`src/rtl/unified_mem_arbiter.sv`:
```
// ---------------------------------------------------------------------------
// unified_mem_arbiter
//   Shares one single-port synchronous memory between three requesters:
//   the host loader/debug port (h_*), the CPU data port (d_*) and the CPU
//   instruction fetch port (i_*, read-only). Stalls the CPU whenever one of
//   its requests loses arbitration. It also lets the host own the memory
//   for a whole program-load session (h_lock).
//
//   Handshake: a requester raises *_req with stable address/data and keeps
//   them stable until the cycle in which *_gnt=1. The grant is combinational
//   in that same cycle, and the access is performed on the following clock
//   edge. A granted read returns its data on rdata one cycle later, flagged
//   by that requester's *_rvalid for exactly one cycle. Writes never raise
//   *_rvalid. There is no queue inside the arbiter.
//
// Ports
//   clock, reset             rising-edge clock, synchronous active-high reset
//   h_req/h_lock/h_we/h_addr/h_wdata -> h_gnt/h_rvalid   host port
//   d_req/d_we/d_addr/d_wdata        -> d_gnt/d_rvalid   CPU data port
//   i_req/i_addr                     -> i_gnt/i_rvalid   CPU fetch port
//   rdata                    shared read data (= m_rdata)
//   m_addr/m_we/m_wdata      memory request, muxed from the winner
//   m_rdata                  memory read data, one cycle after the read
//   cpu_stall                a CPU request is pending and not granted
//   host_owns                arbiter FSM is in the HOST state
//   dbg_wait_cnt             fetch starvation counter (debug visibility)
// ---------------------------------------------------------------------------
module unified_mem_arbiter #(
  parameter int AW       = 8,
  parameter int DW       = 16,
  parameter int MAX_WAIT = 4,
  parameter int WCW      = $clog2(MAX_WAIT + 1)
) (
  input  logic           clock,
  input  logic           reset,
  input  logic           h_req,
  input  logic           h_lock,
  input  logic           h_we,
  input  logic [AW-1:0]  h_addr,
  input  logic [DW-1:0]  h_wdata,
  output logic           h_gnt,
  output logic           h_rvalid,
  input  logic           d_req,
  input  logic           d_we,
  input  logic [AW-1:0]  d_addr,
  input  logic [DW-1:0]  d_wdata,
  output logic           d_gnt,
  output logic           d_rvalid,
  input  logic           i_req,
  input  logic [AW-1:0]  i_addr,
  output logic           i_gnt,
  output logic           i_rvalid,
  output logic [DW-1:0]  rdata,
  output logic [AW-1:0]  m_addr,
  output logic           m_we,
  output logic [DW-1:0]  m_wdata,
  input  logic [DW-1:0]  m_rdata,
  output logic           cpu_stall,
  output logic           host_owns,
  output logic [WCW-1:0] dbg_wait_cnt
);

  typedef enum logic {
    ST_RUN  = 1'b0,
    ST_HOST = 1'b1
  } state_t;

  state_t         r_state;
  logic [WCW-1:0] r_wait_cnt;
  logic           r_h_rvalid;
  logic           r_d_rvalid;
  logic           r_i_rvalid;

  logic w_run;
  logic w_i_boost;
  logic w_h_gnt;
  logic w_d_gnt;
  logic w_i_gnt;

  assign w_run     = (r_state == ST_RUN);
  // Fetch has been starved long enough: it now outranks the data port.
  assign w_i_boost = (r_wait_cnt == WCW'(MAX_WAIT));

  // The host wins in RUN and is the only requester served in HOST, so its
  // grant reduces to its own request. CPU ports are only served in RUN
  // when the host is quiet. Nothing is granted while reset is high.
  assign w_h_gnt = ~reset & h_req;
  assign w_d_gnt = ~reset & w_run & ~h_req & d_req & ~(i_req & w_i_boost);
  assign w_i_gnt = ~reset & w_run & ~h_req & i_req & (~d_req | w_i_boost);

  assign h_gnt = w_h_gnt;
  assign d_gnt = w_d_gnt;
  assign i_gnt = w_i_gnt;

  // Memory request mux; all zero when nobody is granted.
  always_comb begin
    m_addr  = '0;
    m_wdata = '0;
    m_we    = 1'b0;
    if (w_h_gnt) begin
      m_addr  = h_addr;
      m_wdata = h_wdata;
      m_we    = h_we;
    end else if (w_d_gnt) begin
      m_addr  = d_addr;
      m_wdata = d_wdata;
      m_we    = d_we;
    end else if (w_i_gnt) begin
      m_addr  = i_addr;
    end
  end

  assign cpu_stall    = ~reset & ((i_req & ~w_i_gnt) | (d_req & ~w_d_gnt));
  assign host_owns    = (r_state == ST_HOST);
  assign dbg_wait_cnt = r_wait_cnt;
  assign rdata        = m_rdata;

  // A read response falling in a reset cycle is dropped, not delivered.
  assign h_rvalid = r_h_rvalid & ~reset;
  assign d_rvalid = r_d_rvalid & ~reset;
  assign i_rvalid = r_i_rvalid & ~reset;

  always_ff @(posedge clock) begin
    if (reset) begin
      r_state    <= ST_RUN;
      r_wait_cnt <= '0;
      r_h_rvalid <= 1'b0;
      r_d_rvalid <= 1'b0;
      r_i_rvalid <= 1'b0;
    end else begin
      r_h_rvalid <= w_h_gnt & ~h_we;
      r_d_rvalid <= w_d_gnt & ~d_we;
      r_i_rvalid <= w_i_gnt;
      case (r_state)
        ST_RUN: begin
          if (h_req) r_state <= ST_HOST;
          if (!i_req || w_i_gnt) begin
            r_wait_cnt <= '0;
          end else if (!w_i_boost) begin
            r_wait_cnt <= r_wait_cnt + WCW'(1);
          end
        end
        ST_HOST: begin
          // Starvation counter is frozen while the host owns memory.
          if (!h_req && !h_lock) r_state <= ST_RUN;
        end
        default: r_state <= ST_RUN;
      endcase
    end
  end

endmodule

```
`config.mk`:
```
export PLATFORM = sky130hd
export DESIGN_NAME = unified_mem_arbiter
export DESIGN_NICKNAME = d
export VERILOG_FILES = /design/src/rtl/unified_mem_arbiter.sv
export SDC_FILE = /design/constraint.sdc
export NUM_CORES = 1
export LEC_CHECK = 0
export BUFFER_PORTS_ARGS = -buffer_cell sky130_fd_sc_hd__buf_4
export CAP_MARGIN = 20
export CORE_MARGIN = 1.5
export CORE_UTILIZATION = 28
export DETAILED_ROUTE_END_ITERATION = 16
export GPL_ROUTABILITY_DRIVEN = 0
export PLACE_DENSITY = 0.83
export RECOVER_POWER = 50
export SYNTH_ARGS = -nofsm -noshare
export SYNTH_HDL_FRONTEND = slang
export SYNTH_SLANG_ARGS = --single-unit
```
`constraint.sdc`:
```
create_clock -name clock -period 1.9 [get_ports clock]
set_input_delay 0.095 -clock clock [delete_from_list [all_inputs] [get_ports clock]]
set_output_delay 0.095 -clock clock [all_outputs]
set_load 0.01 [all_outputs]
```
## Word-level counts from Yosys, hierarchy flattened

Cells that the tools add are included.
W data, S select, Z words.

| operators by class | value |
|---|---|
| add/sub/neg operators | 1 |
| eq/ne operators | 2 |
| multiplexer cells | 12 |
| bitwise operators | 27 |
| reductions and logical operators | 6 |

Operator list:

| operator | count |
|---|---|
| $mux W16 | 2 |
| $mux W8 | 3 |
| $and A1 B1 Y1 | 16 |
| $not A1 Y1 | 9 |
| $mux W3 | 2 |
| $mux W1 | 4 |
| $add A3 B1 Y3 const B | 1 |
| $eq A3 B3 Y1 const B | 1 |
| $logic_not A1 Y1 | 3 |
| $ne A2 B1 Y1 const B | 1 |
| $or A1 B1 Y1 | 2 |
| $pmux W1 S2 | 1 |
| $reduce_and A2 Y1 | 1 |
| $logic_and A1 B1 Y1 | 1 |
| $logic_or A1 B1 Y1 | 1 |

| storage, ports and cells | value |
|---|---|
| register bits | 7 |
| input bits | 80 |
| output and inout port bits | 52 |

## Longest topological paths before layout

| depth | value |
|---|---|
| depth after elaboration | 9 |
| mapped depth | 7 |
| gate-level depth less buffers | 6 |

## Least setup slack after synthesis

Ideal clock, no wire load.

| path | value |
|---|---|
| kind | reg2out |
| start point | register r_wait_cnt[0] (netlist: dbg_wait_cnt[0]) |
| end point | output port m_wdata[10] |
| data arrival time | 1.585 ns |
| required time | 1.805 ns |
| setup slack | 0.220 ns |
| cell stages (with the launch flop) | 7 |
| cells stage by stage | dfxtp_1 -> inv_1 -> ha_1 -> and3_1 -> nor3b_4 -> buf_6 -> a22o_1 |

| on the way | value |
|---|---|
| word-level cells in the longest chain between the ends | 6 |

Ends and longest elaborated chain:

| item | line | RTL |
|---|---|---|
| from (decl) | 69 | `logic [WCW-1:0] r_wait_cnt;` |
| from (signal assigned) | 140 | `r_wait_cnt <= r_wait_cnt + WCW'(1);` |
| $eq A3 B3 Y1 | 82 | `assign w_i_boost = (r_wait_cnt == WCW'(MAX_WAIT));` |
| $and A1 B1 Y1 | 88 | `assign w_d_gnt = ~reset & w_run & ~h_req & d_req & ~(i_req & w_i_boost);` |
| $not A1 Y1 | 88 |  |
| $and A1 B1 Y1 | 88 |  |
| via d_gnt | 47 | `output logic d_gnt,` |
| $mux W16 | 104 | `end else if (w_d_gnt) begin` |
| $mux W16 | 100 | `if (w_h_gnt) begin` |
| to (decl) | 56 | `output logic [DW-1:0] m_wdata,` |

The timed path passes the listed nets, and every way through them passes these cells.

## Final worst setup path

| path | value |
|---|---|
| start point | register r_state (netlist: host_owns) |
| end point | output port m_wdata[1] |

| on the way | value |
|---|---|
| word-level cells in the longest chain between the ends | 7 |

Ends and longest elaborated chain:

| item | line | RTL |
|---|---|---|
| from (decl) | 68 | `state_t r_state;` |
| from (signal assigned) | 125 | `r_state <= ST_RUN;` |
| from (signal assigned) | 136 | `if (h_req) r_state <= ST_HOST;` |
| from (signal assigned) | 145 | `if (!h_req && !h_lock) r_state <= ST_RUN;` |
| $not A1 Y1 | -- |  |
| $and A1 B1 Y1 (4 in series) | 88 |  |
| $mux W16 | 104 |  |
| $mux W16 | 100 |  |

Every way passes these cells.

==> impl_metrics.toml <==
[run_status]
status = "complete, no violations"

[yosys]
synthArstFlopShare_pct = 0
yosys_warnings = 0
synth_cells = 98
synth_ff_type = "dfxtp_1"
synth-seq-cells = 7
synth_area_per_cell_um2 = 8.48
seq_area_frac_synth_pct = 16.9
synthDistinctLibCells = 28
synth_edf_count = 0
syn_nets = 180
synth_area_um2 = 831

[worst_setup_path]
crit_required_ns = 1.80
startpoint = "host_owns"
cpMostUsedCell = "buf_4"
crit_path_end_kind = "output port"
worstSetupPathType = "register to output port"
timing.rr.start = "host_owns"
cpMaxStageDelayCell = "or3_4"
cp.arrival_ns = 1.80
rrSetupSlack_ns = 0.43
slowest_delay_ns = 0.37
rr_worst_depth = 5
critPathMaxFanout = 13
start_kind = "register"
path_cells = "or3_4 > nor3b_4 > buf_4 > buf_16 > a22o_2 > buf_4"
reg2reg_to = "dbg_wait_cnt[2]"
endpoint = "m_wdata[1]"

[global_routing]
grt_overflow_total = 0
grt_pass1_vias = 1013
track_usage_pct = 21.8
grt_start_max_net_pins = 28
grt_first_pass_wirelength_um = 5310
antenna_found_initial = 0

[clock_network]
cts_tree = "built"
numCtsBuffers = 3
clk_pin_slew_ns = 0.05
cts_sinks = 7
worstSkewPairLatency_ns = 0.26
cts_max_level = 1
clockBufferDepth = 2
cts_root_buf = "clkbuf_4"

[sta]
layout_setup_ws_ns = 0.00188
worst_slew_pin_slew_ns = 0.358
setup_viol = 0
max_freq_mhz = 527
final_max_slew_viol_count = 0
period_share_pct = 99.9
hold_viol = 0
max_slew_margin_pct = 76.2
fin_worst_hold_slack_ns = 0.0748
min_period_ns = 1.90
setup_tns_ns = 0
rsz0062_at_grt = "yes"
fin_skew_ns = 0.00481

[layout]
drive_above_1_share_pct = 71.4
antennaDiodeCount = 0
nFillCells = 261
synthToLayoutAreaGrowth_pct = 98.8
mostFrequentLayoutCells = "buf_4, inv_1, a22o_1"
final_cells = 220
post-route-util_pct = 59.4
nets = 272
layout_commonest_cell = "buf_4"
finalInstanceArea_um2 = 1650

[placement]
dpl_worst_slack_ns = 0.186
portBuffers = 99
hpwl_um = 3120
dp.cells = 208
placed_cell_area_um2 = 1480

[detailed_routing]
wire_per_inst_um = 17.8
drt_iter0_markers = 80
wirelength_um = 3910
dr.pass1.iters = 5
route.detailed.drc = 0
vias = 1117
via_per_inst = 5.08
ant_nets = 0

[flow_run]
drv_cap = 0

[floorplan]
die_width_um = 57.5
dieArea_um2 = 3300
fp.coreArea_um2 = 2780
die_h_um = 57.5
start_util_pct = 29.9
io_pins = 132
rows = 19

[pwr]
power_density_nw_per_um2 = 368
p_leak_nw = 0.895
ir_drop_mv = 0.289
power_mw = 0.607

[min_path]
hp-class = "input pin to register"
-- registers in the layout, summed over array words and instances (netlist names) --
name / flops
r_d_rvalid: 1
dbg_wait_cnt: 3
host_owns: 1
r_i_rvalid: 1
r_h_rvalid: 1
-- power by group --
group	leakage [nW]	switching, mW	internal [mW]
Sequential	0.0583	0.00333	0.153
Combinational	0.819	0.118	0.197
Clock	0.0177	0.0583	0.0770
-- worst min path at each step --
stage                          start          to  depth (start not counted)
after floorplan                 h_we  r_h_rvalid                          1
after global placement    m_rdata[2]    rdata[2]                          0
after detailed placement  m_rdata[2]    rdata[2]                          0
after CTS                      d_req  r_i_rvalid                          2
after global routing           d_req  r_i_rvalid                          2
final                          h_req   host_owns                          3
-- metal layers --
metal | GRT usage (%) | vias to the layer above | wire length (µm)
met5 | 0 | - | 0
met4 | 10.3 | 0 | 145
met3 | 6.80 | 8 | 296
met2 | 41.2 | 63 | 2250
met1 | 20.9 | 514 | 1210
li1 | - | 532 | -
-- timing repair --
item                                   4_1_cts  5_1_grt
endpoints found under the hold margin        1        0
setup endpoints to repair                   25       25
gates resized for setup                     13        6
pin swaps                                    6       10
gates cloned                                 2        0
hold buffers                                 1        0
buffers inserted                             3        3
-- worst max-delay path, delay by kind of cell (launching register included) --
kind,cells,cell delay (ns)
AOI/OAI and AO/OA,1,0.14
buffers and inverters,3,0.43
DFF,1,0.33
and+or+nand+nor,2,0.65
-- cells in the mapped netlist, drive strengths merged, types with 2 or more instances --
library cell | n | area [µm²]
a21oi | 3 | 15.0
o21ai | 2 | 10.0
inv | 11 | 41.3
nor3b | 2 | 31.3
buf | 20 | 161
nand2 | 2 | 7.51
dfxtp | 7 | 140
nor2b | 6 | 37.5
a211oi | 2 | 27.5
clkbuf | 4 | 18.8
a222oi | 8 | 80.1
nor2 | 3 | 11.3
ha | 2 | 25.0
a22o | 17 | 159
-- final cells by class --
| type | instances | area [µm²] | share of cell area (%) |
|---|---|---|---|
| repair buffers | 111 | 906 | 54.8 |
| multi-input cells | 56 | 494 | 29.9 |
| flip-flops and latches | 7 | 144 | 8.71 |
| inverters | 11 | 41.3 | 2.50 |
| well taps | 31 | 38.8 | 2.35 |
| clock buffers | 3 | 22.5 | 1.36 |
| clock inverters | 1 | 5.00 | 0.303 |
-- cell families after synthesis --
group	synth area share, %
AOI/OAI and AO/OA	38.1
DFF	16.9
and+or+nand+nor	15.4
buffers and inverters	26.7
adders and majority gates	3.01
Note: power is estimated with default switching activity, not from simulation.
